--- config.mk ---
export PLATFORM = sky130hd
export DESIGN_NAME = sockit_spi_flash_rsp_flat
export DESIGN_NICKNAME = d
export VERILOG_FILES = /design/src/rtl/sockit_spi_flash_rsp_if.sv /design/src/rtl/sockit_spi_flash_rsp.sv /design/src/flat_wrapper.sv
export SDC_FILE = /design/constraint.sdc
export NUM_CORES = 1
export LEC_CHECK = 0
export ABC_AREA = 1
export BUFFER_PORTS_ARGS = -buffer_cell sky130_fd_sc_hd__clkbuf_2
export CAP_MARGIN = 10
export CORE_MARGIN = 3
export CORE_UTILIZATION = 45
export DETAILED_ROUTE_END_ITERATION = 8
export SETUP_SLACK_MARGIN = 0.2
export SYNTH_ARGS = -nofsm -noshare
export SYNTH_HDL_FRONTEND = slang
export SYNTH_SLANG_ARGS = --single-unit
--- constraint.sdc ---
create_clock -name clk -period 1.95 [get_ports clk]
set_clock_uncertainty 0.15 [all_clocks]
set_input_delay 0.195 -clock clk [delete_from_list [all_inputs] [get_ports clk]]
set_output_delay 0.195 -clock clk [all_outputs]
set_load 0.05 [all_outputs]
--- src/rtl/sockit_spi_flash_rsp_if.sv ---
// SPI pins and local memory read port of the flash responder, bundled as one interface.
// The responder uses the slave modport; the host/memory side uses the master modport.
interface sockit_spi_flash_rsp_if #(
  parameter int unsigned AW = 24
);
  logic          spi_cs_n;
  logic          spi_sclk;
  logic [3:0]    spi_sio_i;
  logic [3:0]    spi_sio_o;
  logic [3:0]    spi_sio_e;
  logic          mem_ren;
  logic [AW-1:0] mem_adr;
  logic [7:0]    mem_rdt;
  logic          err_cmd;

  modport slave (
    input  spi_cs_n, spi_sclk, spi_sio_i, mem_rdt,
    output spi_sio_o, spi_sio_e, mem_ren, mem_adr, err_cmd
  );

  modport master (
    output spi_cs_n, spi_sclk, spi_sio_i, mem_rdt,
    input  spi_sio_o, spi_sio_e, mem_ren, mem_adr, err_cmd
  );
endinterface

--- src/rtl/sockit_spi_flash_rsp.sv ---
// SPI flash responder: oversampled mode-0 fast read (0x0B) streaming bytes from a memory port.
// Define SOCKIT_SPI_FLASH_QUAD_EN to also accept quad output fast read (0x6B).
module sockit_spi_flash_rsp #(
  parameter int unsigned AW  = 24,
  parameter int unsigned SYN = 2
) (
  input  logic                          clk,
  input  logic                          rst_n,
  sockit_spi_flash_rsp_if.slave         bus
);

  typedef enum logic [2:0] {StIdl, StCmd, StAdr, StDmy, StDat, StIgn} state_e;

  state_e        state_q;
  logic [SYN-1:0] cs_q, sclk_q, sio_q;
  logic          sclk_p;
  logic [4:0]    cnt_q;
  logic [22:0]   sreg_q;
  logic [2:0]    bcnt_q;
  logic [7:0]    rbuf_q, dsr_q;
  logic          ren_q, fill_q, err_q, doe_q;
  logic [AW-1:0] adr_q;
`ifdef SOCKIT_SPI_FLASH_QUAD_EN
  logic          quad_q;
  logic [3:0]    dout_q;
`else
  logic          dout_q;
`endif

  logic        cs_s, sclk_s, sio_s, rise, fall;
  logic [23:0] shin;
  logic [7:0]  src;
  logic        unused_sio;

  assign cs_s       = cs_q[SYN-1];
  assign sclk_s     = sclk_q[SYN-1];
  assign sio_s      = sio_q[SYN-1];
  assign rise       = sclk_s & ~sclk_p;
  assign fall       = ~sclk_s & sclk_p;
  assign shin       = {sreg_q, sio_s};
  // Byte boundary takes the freshly fetched byte, otherwise keep shifting.
  assign src        = (bcnt_q == 3'd0) ? rbuf_q : dsr_q;
  assign unused_sio = ^bus.spi_sio_i[3:1];

  always_ff @(posedge clk or negedge rst_n) begin
    if (!rst_n) begin
      state_q <= StIdl;
      cs_q    <= '1;
      sclk_q  <= '0;
      sio_q   <= '0;
      sclk_p  <= 1'b0;
      cnt_q   <= '0;
      sreg_q  <= '0;
      bcnt_q  <= '0;
      rbuf_q  <= '0;
      dsr_q   <= '0;
      ren_q   <= 1'b0;
      fill_q  <= 1'b0;
      err_q   <= 1'b0;
      doe_q   <= 1'b0;
      adr_q   <= '0;
      dout_q  <= '0;
`ifdef SOCKIT_SPI_FLASH_QUAD_EN
      quad_q  <= 1'b0;
`endif
    end else begin
      cs_q   <= {cs_q[SYN-2:0], bus.spi_cs_n};
      sclk_q <= {sclk_q[SYN-2:0], bus.spi_sclk};
      sio_q  <= {sio_q[SYN-2:0], bus.spi_sio_i[0]};
      sclk_p <= sclk_s;
      ren_q  <= 1'b0;
      err_q  <= 1'b0;
      fill_q <= ren_q;
      if (fill_q) rbuf_q <= bus.mem_rdt;

      // Deselect overrides any sclk edge seen in the same sample.
      if (cs_s) begin
        state_q <= StIdl;
        cnt_q   <= '0;
        doe_q   <= 1'b0;
        dout_q  <= '0;
      end else begin
        unique case (state_q)
          StIdl: begin
            state_q <= StCmd;
            cnt_q   <= '0;
          end
          StCmd: if (rise) begin
            sreg_q <= shin[22:0];
            cnt_q  <= cnt_q + 5'd1;
            if (cnt_q == 5'd7) begin
              cnt_q <= '0;
              if (shin[7:0] == 8'h0B) begin
                state_q <= StAdr;
`ifdef SOCKIT_SPI_FLASH_QUAD_EN
                quad_q  <= 1'b0;
              end else if (shin[7:0] == 8'h6B) begin
                state_q <= StAdr;
                quad_q  <= 1'b1;
`endif
              end else begin
                state_q <= StIgn;
                err_q   <= 1'b1;
              end
            end
          end
          StAdr: if (rise) begin
            sreg_q <= shin[22:0];
            cnt_q  <= cnt_q + 5'd1;
            if (cnt_q == 5'd23) begin
              adr_q   <= shin[AW-1:0];
              cnt_q   <= '0;
              state_q <= StDmy;
            end
          end
          StDmy: if (rise) begin
            cnt_q <= cnt_q + 5'd1;
            if (cnt_q == 5'd7) begin
              cnt_q   <= '0;
              ren_q   <= 1'b1;
              bcnt_q  <= '0;
              state_q <= StDat;
            end
          end
          StDat: if (fall) begin
            doe_q <= 1'b1;
            if (bcnt_q == 3'd0) begin
              adr_q <= adr_q + AW'(1);
              ren_q <= 1'b1;
            end
`ifdef SOCKIT_SPI_FLASH_QUAD_EN
            if (quad_q) begin
              dout_q <= src[7:4];
              dsr_q  <= {src[3:0], 4'h0};
              bcnt_q <= bcnt_q + 3'd4;
            end else begin
              dout_q <= {2'b00, src[7], 1'b0};
              dsr_q  <= {src[6:0], 1'b0};
              bcnt_q <= bcnt_q + 3'd1;
            end
`else
            dout_q <= src[7];
            dsr_q  <= {src[6:0], 1'b0};
            bcnt_q <= bcnt_q + 3'd1;
`endif
          end
          StIgn: ;
          default: state_q <= StIdl;
        endcase
      end
    end
  end

  assign bus.mem_ren = ren_q;
  assign bus.mem_adr = adr_q;
  assign bus.err_cmd = err_q;
`ifdef SOCKIT_SPI_FLASH_QUAD_EN
  assign bus.spi_sio_o = dout_q;
  assign bus.spi_sio_e = doe_q ? (quad_q ? 4'hF : 4'h2) : 4'h0;
`else
  assign bus.spi_sio_o = {2'b00, dout_q, 1'b0};
  assign bus.spi_sio_e = {2'b00, doe_q, 1'b0};
`endif

endmodule

--- src/flat_wrapper.sv ---
// flat-port wrapper written by rule: the top's interface ports become plain ports
module sockit_spi_flash_rsp_flat 
#(
  parameter int unsigned AW  = 24,
  parameter int unsigned SYN = 2
)
  (clk, rst_n, bus_spi_cs_n, bus_spi_sclk, bus_spi_sio_i, bus_mem_rdt, bus_spi_sio_o, bus_spi_sio_e, bus_mem_ren, bus_mem_adr, bus_err_cmd);
  sockit_spi_flash_rsp_if #(.AW(AW)) bus_i ();
  input  logic clk;
  input  logic rst_n;
  input wire logic [$bits(bus_i.spi_cs_n)-1:0] bus_spi_cs_n;
  input wire logic [$bits(bus_i.spi_sclk)-1:0] bus_spi_sclk;
  input wire logic [$bits(bus_i.spi_sio_i)-1:0] bus_spi_sio_i;
  input wire logic [$bits(bus_i.mem_rdt)-1:0] bus_mem_rdt;
  output wire logic [$bits(bus_i.spi_sio_o)-1:0] bus_spi_sio_o;
  output wire logic [$bits(bus_i.spi_sio_e)-1:0] bus_spi_sio_e;
  output wire logic [$bits(bus_i.mem_ren)-1:0] bus_mem_ren;
  output wire logic [$bits(bus_i.mem_adr)-1:0] bus_mem_adr;
  output wire logic [$bits(bus_i.err_cmd)-1:0] bus_err_cmd;
  assign bus_i.spi_cs_n = bus_spi_cs_n;
  assign bus_i.spi_sclk = bus_spi_sclk;
  assign bus_i.spi_sio_i = bus_spi_sio_i;
  assign bus_i.mem_rdt = bus_mem_rdt;
  assign bus_spi_sio_o = bus_i.spi_sio_o;
  assign bus_spi_sio_e = bus_i.spi_sio_e;
  assign bus_mem_ren = bus_i.mem_ren;
  assign bus_mem_adr = bus_i.mem_adr;
  assign bus_err_cmd = bus_i.err_cmd;
  sockit_spi_flash_rsp #(.AW(AW), .SYN(SYN)) u_core (.clk(clk), .rst_n(rst_n), .bus(bus_i));
endmodule
==> impl_metrics.env, run 1 <==
export IMPL_final_util=0.575
export IMPL_placed_cells=758
export IMPL_cts_tree="yes"
export IMPL_clk_pin_slew_ns=0.09
export IMPL_clk_latency_ns=0.35
export IMPL_grt_pass1_vias=3637
export IMPL_grt_util_met1=0.247
export IMPL_final_min_clock_period_ns=1.74
export IMPL_nets=691
export IMPL_wirelength_um=9990
export IMPL_outcome="complete, no violations"
export IMPL_fp_dieW_um=106
export IMPL_synthSimpleGateAreaFrac=0.313
export IMPL_dp_final_hpwl_um=6670
export IMPL_fin_cells=805
export IMPL_synth_top_area_share=0.464
export IMPL_wl_per_cell_um=12.4
export IMPL_synth_area_mm2=0.00448
export IMPL_setup_tns_final_ns=0
export IMPL_ys_ff_latch=85
export IMPL_nFillCells=884
export IMPL_worst_slew_pin_slew_ns=0.501
export IMPL_synth_top_family_by_area="simple AND/OR/NAND/NOR gates"
export IMPL_crit_chain="nor2_1 -> nand2_1 -> o21ai_2 -> nand2_4 -> buf_4 -> nor2_1 -> nand2_1 -> nand2_1"
export IMPL_grtUsageMet3=0.0355
export IMPL_crit_required_ns=2.09
export IMPL_synth_mux_area_frac=0.0151
export IMPL_grtUsageTotal=0.180
export IMPL_synthArstFlopShare=1.00
export IMPL_coreArea_mm2=0.00946
export IMPL_met2_usage=0.295
export IMPL_place_congestion=0.845
export IMPL_ir_drop_mv=0.528
export IMPL_root_buffer="clkbuf_8"
export IMPL_power_mw=7.44
export IMPL_clock_fmax_mhz=575
export IMPL_n_antenna_cell=0
export IMPL_syn_area_per_cell_um2=7.50
export IMPL_drv_cap=0
export IMPL_r2r_slack_ns=0.21
export IMPL_synthXorXnorAreaFrac=0.0117
export IMPL_rsz0062_at_grt="true"
export IMPL_ios=50
export IMPL_drtAntennaViolNets=0
export IMPL_drtPass1Iterations=4
export IMPL_viasPerCell=4.87
export IMPL_syn_to_final_growth_pct=21.3
export IMPL_grt_pass1_wl_um=16500
export IMPL_yosys_top_cells_area="dfrtp_1 46%, nand2_1 17%, nor2_1 6.7%"
export IMPL_start_util=0.474
export IMPL_synthTopCellsByCount="201 x nand2_1, 83 x dfrtp_1, 80 x nor2_1"
export IMPL_cp_slowest_cell="dfrtp_1"
export IMPL_die_area_mm2=0.0112
export IMPL_yosys_most_used_dff="dfrtp_1"
export IMPL_die_y_um=106
export IMPL_numCtsBuffers=9
export IMPL_synth_compound_area_frac=0.0841
export IMPL_path_class="reg2reg"
export IMPL_cts_sinks=85
export IMPL_yosysSeqAreaShare=0.475
export IMPL_max_stage_delay_ns=0.45
export IMPL_critPathLaunchType="flop"
export IMPL_cts_buffer_depth=2
export IMPL_hold_viol=0
export IMPL_grt_start_max_net_pins=41
export IMPL_synth_adder_area_share=0.0112
export IMPL_fin_crit_sh=0.892
export IMPL_cp_arrival_ns=1.88
export IMPL_antenna_found_initial=0
export IMPL_power_density_mw_per_mm2=1370
export IMPL_rows=35
export IMPL_leakagePower_nw=2.62
export IMPL_drive_gt1_frac=0.222
export IMPL_drtIter0Drc=133
export IMPL_synth_distinct_cells=34
export IMPL_busiest_layer="met2"
export IMPL_maxSlewHeadroom=0.666
export IMPL_synth_cells=597
export IMPL_end_kind="flop"
export IMPL_finalSetupViolations=0
export IMPL_synth_edff_count=0
export IMPL_slew_violations=0
export IMPL_crit_fanout=5
export IMPL_vias=3920
export IMPL_crit_path_frequent_cell="nand2_1"
export IMPL_cts_max_level=3
export IMPL_yosysMostFrequentCell="nand2_1"
export IMPL_portBuffers=40
export IMPL_ys_warn_count=0
export IMPL_synth_top_cell_by_area="dfrtp_1"
export IMPL_hp_class="in2async"
export IMPL_grt_ovfl_total=0
export IMPL_drc=0
-- worst max-delay path, delay by kind of cell (launching register included) --
family / cells / cell delay (ns)
buf+inv: 1 / 0.16
flops: 1 / 0.45
compound gates: 1 / 0.20
simple gates: 6 / 0.73
-- kinds of logic after synthesis --
kind of cell / Yosys count
compound gates: 68
xor+xnor: 6
fa+ha+maj: 4
buf+inv: 86
flops: 85
mux: 6
other cells: 1
simple gates: 341
-- flip-flops by register name (all words and copies together), names as in the netlist --
| name | flops |
|---|---|
| u_core.cs_q | 2 |
| u_core.fill_q | 1 |
| u_core.cnt_q | 5 |
| u_core.rbuf_q | 8 |
| u_core.bcnt_q | 3 |
| u_core.sclk_q | 2 |
| u_core.bus.mem_ren | 1 |
| u_core.doe_q | 1 |
| u_core.sio_q | 2 |
| u_core.dout_q | 1 |
| u_core.dsr_q | 7 |
| u_core.sreg_q | 23 |
| u_core.sclk_p | 1 |
| u_core.bus.mem_adr | 24 |
| u_core.state_q | 3 |
| u_core.bus.err_cmd | 1 |
-- layout make-up --
| cell class | instances | area [µm²] | area share |
|---|---|---|---|
| clock buffer | 10 | 138 | 0.0253 |
| clock inverter | 6 | 45.0 | 0.00829 |
| inverter | 61 | 234 | 0.0430 |
| timing repair buffer | 80 | 591 | 0.109 |
| tap | 129 | 161 | 0.0297 |
| multi-input combinational | 434 | 2120 | 0.391 |
| sequential | 85 | 2140 | 0.394 |
-- through the flow --
stage	instance area, µm²	setup slack, ns	hold WS (ns)
floorplan	4530	0.211	-0.251
global placement	4840	0.0790	-0.00804
detailed placement	4840	-0.00245	-0.00812
CTS	5210	0.189	0.147
global route	5440	0.101	0.164
finish	5440	0.211	0.149
-- report_power, final --
group          total (mW)  internal (mW)  switching (mW)  leakage [nW]
clock network        1.18          0.508           0.671        0.0970
registers            3.00           2.41           0.596          1.08
logic                3.26           1.06            2.20          1.45
total                7.44           3.97            3.47          2.62
-- repair_timing --
item | 4_1_cts | 5_1_grt
pin swaps | 4 | 11
setup buffers | 2 | 14
gates resized for setup | 11 | 27
hold buffers | 12 | 0
endpoints found under the setup margin | 47 | 64
cloned | 1 | 2
endpoints found under the hold margin | 73 | 0
-- worst paths after layout --
kind / to / startpoint / depth (start not counted)
max: u_core.bus.mem_adr[12] / u_core.state_q[2] / 8
min: u_core.bus.mem_adr[2] / rst_n / 2
max reg2reg: u_core.bus.mem_adr[12] / u_core.state_q[2] / 8
min reg2reg: u_core.sio_q[1] / u_core.sio_q[0] / 0
max in group asynchronous: u_core.sreg_q[11] / rst_n / 3
min in group clk: u_core.sio_q[1] / u_core.sio_q[0] / 0
-- cells in the final DEF (no fill, tap or decap), drive strengths merged, types with 6 or more instances in the layout --
master / n
mux2: 6
conb: 6
a21oi: 17
a31oi: 6
dfrtp: 83
dlygate4sd3: 12
nand3: 40
nor2: 84
nand2: 203
buf: 29
o21ai: 44
clkbuf: 49
inv: 63
-- routing by layer --
metal,vias up,wire length [µm]
met5,-,0
met4,0,70
met3,6,374
met2,87,4710
met1,1805,4840
li1,2022,-
Power figures use the tool's default switching activity.
==> run 2, diff against run 1 <==
BUFFER_PORTS_ARGS = -buffer_cell sky130_fd_sc_hd__buf_2   (was -buffer_cell sky130_fd_sc_hd__clkbuf_2)
CORE_UTILIZATION = 25   (was 45)
==> run 2 against run 1 <==
Net effect: cell area increased by 8.0%; first-iteration DRC count increased by 120%; combinational power increased by 9.5%; cell count increased by 11%; critical path depth increased by 2; count of clock-buffer cells in the layout unchanged; utilization decreased by 24 points; maximum frequency decreased by 3.6%; die area increased by 75%; wire length increased by 9.2%; worst hold slack improved by 0.027 ns; non-clock buffer count decreased by 4; critical endpoint is now u_core.bus.mem_adr[11]; largest cell class is now multi-input combinational cells.
==> impl_metrics.env, run 2 (synthesis gave the netlist of run 1 again) <==
export IMPL_outcome="complete, no violations"
export IMPL_clk_pin_slew_ns=0.07
export IMPL_fp_dieW_um=140
export IMPL_cts_max_level=3
export IMPL_hp_class="in2async"
export IMPL_end_kind="flop"
export IMPL_final_cell_mix="186 x nand2_1, 71 x dfrtp_1, 59 x nor2_1"
export IMPL_cts_tree="yes"
export IMPL_vias=3891
export IMPL_nFillCells=1834
export IMPL_cp_arrival_ns=1.94
export IMPL_drc=0
export IMPL_grt_pass1_vias=3664
export IMPL_multi_input_area_mm2=0.00227
export IMPL_coreArea_mm2=0.0174
export IMPL_setup_tns_final_ns=0
export IMPL_power_density_mw_per_mm2=1430
export IMPL_rsz0062_at_grt="true"
export IMPL_portBuffers=40
export IMPL_fin_crit_sh=0.925
export IMPL_drtIter0Drc=294
export IMPL_hold_viol=0
export IMPL_max_stage_delay_ns=0.40
export IMPL_n_antenna_cell=0
export IMPL_crit_fanout=8
export IMPL_fin_cells=897
export IMPL_drtPass1Iterations=5
export IMPL_register_area_mm2=0.00214
export IMPL_crit_chain="ha_4 -> nand2_4 -> nor2_4 -> nand2_2 -> o21ai_4 -> nand2_8 -> buf_12 -> nor2_4 -> nand2_2 -> nand2_1"
export IMPL_grt_start_max_net_pins=42
export IMPL_start_util=0.257
export IMPL_die_y_um=140
export IMPL_final_min_clock_period_ns=1.80
export IMPL_root_buffer="clkbuf_16"
export IMPL_grtUsageTotal=0.112
export IMPL_cp_slowest_cell="dfrtp_1"
export IMPL_crit_required_ns=2.08
export IMPL_slew_violations=0
export IMPL_syn_to_final_growth_pct=31.0
export IMPL_place_congestion=0.869
export IMPL_leakagePower_nw=2.69
export IMPL_placed_cells=857
export IMPL_drtAntennaViolNets=0
export IMPL_critPathLaunchType="flop"
export IMPL_grt_ovfl_total=0
export IMPL_numCtsBuffers=9
export IMPL_clk_latency_ns=0.35
export IMPL_largest_register_ffs=24
export IMPL_ios=50
export IMPL_die_area_mm2=0.0196
export IMPL_clock_fmax_mhz=554
export IMPL_design_area_mm2=0.00587
export IMPL_wirelength_um=10900
export IMPL_rows=48
export IMPL_path_class="reg2reg"
export IMPL_grt_pass1_wl_um=17900
export IMPL_nets=687
export IMPL_dp_final_hpwl_um=7260
export IMPL_dpl_cell_area_mm2=0.00499
export IMPL_viasPerCell=4.34
export IMPL_wl_per_cell_um=12.2
export IMPL_layout_commonest_cell="nand2_1"
export IMPL_ir_drop_mv=0.776
export IMPL_finalSetupViolations=0
export IMPL_cts_sinks=85
export IMPL_drive_gt1_frac=0.247
export IMPL_antenna_found_initial=0
export IMPL_drv_cap=0
export IMPL_cts_buffer_depth=2
run 2: changes by cell type in the layout (fill, tap and decap cells not counted), sizes merged:
cell      before  now
inv           63   61
clkbuf        49   11
buf           29   63
clkinvlp       0    2
clkinv         4    3
bufinv         0    1
run 2: area by class of cell:
cell class / count / area share
sequential: 85 / 0.365
tap: 225 / 0.0480
timing repair buffer: 76 / 0.106
clock buffer: 10 / 0.0407
multi-input combinational: 434 / 0.387
clock inverter: 6 / 0.0122
inverter: 61 / 0.0412
run 2: metrics by stage:
step                      hold WS (ns)  setup slack, ns  power (mW)   util
after detailed placement        0.0124           0.0586        6.09  0.287
after CTS                        0.177            0.164        8.10  0.320
after floorplan                 -0.251            0.211        5.28      -
after global placement         0.00308           0.0819        6.04  0.287
final                            0.176            0.145        8.40  0.337
after global routing             0.211           0.0291        9.03  0.337
run 2: worst max-delay path, delay by kind of cell (launching register included):
family / cells / cell delay, ns
simple gates: 7 / 0.63
buf+inv: 1 / 0.18
compound gates: 1 / 0.21
fa+ha+maj: 1 / 0.16
flops: 1 / 0.40
run 2: repair_timing:
item | CTS | global route
gates cloned | 2 | 3
endpoints found under the hold margin | 48 | 0
hold buffers | 12 | 0
buffers inserted | 4 | 3
pin swaps | 4 | 25
endpoints found under the setup margin | 46 | 59
gates resized for setup | 26 | 52
run 2: power by group:
part           internal, mW  total [mW]  switching, mW
Sequential             2.41        3.04          0.628
Combinational          1.20        3.57           2.37
Clock                  1.04        1.80          0.759
Total                  4.65        8.40           3.75
run 2: worst paths after layout:
path,startpoint,to,slack (ns),cells past startpoint
worst max-delay path,u_core.cnt_q[0],u_core.bus.mem_adr[11],0.15,10
worst min-delay path,rst_n,u_core.rbuf_q[7],0.18,2
worst max register to register,u_core.cnt_q[0],u_core.bus.mem_adr[11],0.15,10
worst min register to register,u_core.sclk_q[0],u_core.sclk_q[1],0.20,0
max in group asynchronous,rst_n,u_core.state_q[2],0.94,3
min in group clk,u_core.sclk_q[0],u_core.sclk_q[1],0.20,0
run 2: metal layers:
layer  up-vias  track usage  part of all wire
met5         -            0                 0
met1      1794        0.147              0.46
met2        72        0.182              0.49
met3         9       0.0230             0.037
li1       2016            -                 -
met4         0       0.0449             0.016
==> run 3, diff against run 2 <==
--- a/config.mk
+++ b/config.mk
@@ -11,4 +11,5 @@
 export CORE_MARGIN = 3
 export CORE_UTILIZATION = 25
+export CTS_BUF_LIST = sky130_fd_sc_hd__clkbuf_8
 export DETAILED_ROUTE_END_ITERATION = 8
 export SETUP_SLACK_MARGIN = 0.2
--- a/constraint.sdc
+++ b/constraint.sdc
@@ -3,3 +3,3 @@
 set_input_delay 0.195 -clock clk [delete_from_list [all_inputs] [get_ports clk]]
 set_output_delay 0.195 -clock clk [all_outputs]
-set_load 0.05 [all_outputs]
+set_load 0.005 [all_outputs]
==> run 3 against run 2 <==
Net effect: critical path depth unchanged; global-route usage increased by 0.23 points; highest routed layer unchanged; wire length increased by 3.3%; register-to-register slack improved by 0.04 ns; maximum frequency increased by 2.2%; critical endpoint is now u_core.bus.mem_adr[21]; cell area increased by 0.17%; non-clock buffer count increased by 18.
==> impl_metrics.env, run 3 (synthesis gave the netlist of run 1 again) <==
export IMPL_outcome="complete, no violations"
export IMPL_start_util=0.257
export IMPL_antenna_found_initial=0
export IMPL_coreArea_mm2=0.0174
export IMPL_hold_viol=0
export IMPL_clock_fmax_mhz=566
export IMPL_final_min_clock_period_ns=1.77
export IMPL_setup_tns_final_ns=0
export IMPL_largest_register_ffs=24
export IMPL_nets=708
export IMPL_grtUsageMet3=0.0265
export IMPL_portBuffers=40
export IMPL_drtAntennaViolNets=0
export IMPL_n_antenna_cell=0
export IMPL_fin_crit_sh=0.906
export IMPL_crit_fanout=7
export IMPL_end_kind="flop"
export IMPL_grt_pass1_wl_um=18300
export IMPL_syn_to_final_growth_pct=31.2
export IMPL_reg2reg_to="u_core.bus.mem_adr[21]"
export IMPL_worst_slew_pin_slew_ns=0.555
export IMPL_fin_cells=918
export IMPL_combPwrFrac=0.415
export IMPL_root_buffer="clkbuf_8"
export IMPL_dpl_cell_area_mm2=0.00498
export IMPL_grt_ovfl_total=0
export IMPL_placed_cells=859
export IMPL_place_congestion=0.874
export IMPL_internal_power_mw=4.18
export IMPL_busiest_layer="met2"
export IMPL_finalSetupViolations=0
export IMPL_design_area_mm2=0.00588
export IMPL_cts_sinks=85
export IMPL_path_class="reg2reg"
export IMPL_ir_drop_mv=0.434
export IMPL_sw_frac_of_total=0.415
export IMPL_layout_commonest_cell="nand2_1"
export IMPL_wl_per_cell_um=12.3
export IMPL_drc=0
export IMPL_switching_power_mw=2.96
export IMPL_reg2regPathDepth=10
export IMPL_rr_startpoint="u_core.cnt_q[1]"
export IMPL_cts_max_level=3
export IMPL_grt_start_max_net_pins=42
export IMPL_drv_cap=0
export IMPL_met2_usage=0.187
export IMPL_cts_tree="yes"
export IMPL_drtIter0Drc=190
export IMPL_drive_gt1_frac=0.248
export IMPL_hp_class="in2async"
export IMPL_grt_pass1_vias=3661
export IMPL_viasPerCell=4.32
export IMPL_slew_violations=0
export IMPL_power_mw=7.14
export IMPL_grt_util_met1=0.151
export IMPL_rows=48
export IMPL_critPathLaunchType="flop"
export IMPL_dp_final_hpwl_um=7230
export IMPL_vias=3965
export IMPL_clk_latency_ns=0.37
export IMPL_leakagePower_nw=2.78
export IMPL_nFillCells=1839
export IMPL_cp_startpoint="u_core.cnt_q[1]"
export IMPL_final_cell_mix="188 x nand2_1, 82 x dfrtp_1, 59 x nor2_1"
export IMPL_grtUsageTotal=0.115
export IMPL_r2r_slack_ns=0.18
export IMPL_fp_dieW_um=140
export IMPL_power_density_mw_per_mm2=1220
export IMPL_numCtsBuffers=9
export IMPL_ios=50
export IMPL_clk_pin_slew_ns=0.09
export IMPL_drtPass1Iterations=4
export IMPL_power_frac_clock=0.166
export IMPL_rsz0062_at_grt="true"
export IMPL_die_area_mm2=0.0196
export IMPL_cts_buffer_depth=2
export IMPL_maxSlewHeadroom=0.630
export IMPL_die_y_um=140
export IMPL_crit_required_ns=2.11
export IMPL_cp_arrival_ns=1.93
export IMPL_wirelength_um=11300
export IMPL_seqPwrFrac=0.419
-- run 3: worst max path at each step --
| stage | to | slack [ns] | depth (start not counted) |
|---|---|---|---|
| after floorplan | u_core.bus.mem_adr[18] | 0.30 | 10 |
| after global placement | u_core.sreg_q[13] | 0.08 | 5 |
| after detailed placement | u_core.sreg_q[7] | 0.005 | 5 |
| after CTS | u_core.bus.mem_adr[15] | 0.16 | 10 |
| after global routing | u_core.bus.mem_adr[21] | 0.06 | 10 |
| final | u_core.bus.mem_adr[21] | 0.18 | 10 |
-- run 3: worst max-delay path: stages, from the launching register on --
cell	delay, ns
dfrtp_1	0.37
ha_2	0.21
nand2_4	0.06
nor2_4	0.13
nand2_4	0.08
o21ai_4	0.19
nand2_4	0.16
buf_12	0.18
nor2_2	0.08
nand2_1	0.05
nand2_1	0.05
-- run 3: per-stage QoR --
stage	setup WS, ns	hold slack (ns)	utilization
after floorplan	0.296	-0.251	-
after global placement	0.0760	0.0639	0.286
after detailed placement	0.00515	0.0728	0.286
after CTS	0.160	0.196	0.316
after global routing	0.0607	0.223	0.338
final	0.184	0.192	0.338
-- run 3: routing by layer --
| layer | routed length, µm | part of all wire | vias up |
|---|---|---|---|
| li1 | - | - | 2062 |
| met1 | 5250 | 0.47 | 1825 |
| met2 | 5380 | 0.48 | 65 |
| met3 | 390 | 0.035 | 13 |
| met4 | 244 | 0.022 | 0 |
| met5 | 0 | 0 | - |
-- run 3: timing repair --
action,4_1_cts,5_1_grt
gates cloned,4,3
pin swaps,7,28
buffers inserted,11,13
hold endpoints to repair,45,0
hold buffers,12,0
gates resized for setup,21,59
endpoints found under the setup margin,47,57
-- run 3: final cells by class --
type,instances,area (µm²),area share
repair buffers,94,754,0.128
multi-input cells,436,2280,0.387
clock buffers,10,138,0.0234
repair inverters,1,6.26,0.00106
inverters,61,241,0.0411
well taps,225,282,0.0479
clock inverters,6,48.8,0.00830
flip-flops and latches,85,2130,0.362
-- run 3: power by group through the flow --
stage / Clock [mW] / Sequential [mW] / Combinational, mW
2_1_floorplan: 0 / 2.87 / 1.65
3_3_place_gp: 0 / 2.98 / 2.29
3_5_place_dp: 0 / 2.99 / 2.31
4_1_cts: 1.23 / 2.95 / 2.62
5_1_grt: 1.30 / 3.09 / 3.36
6_report: 1.19 / 2.99 / 2.96
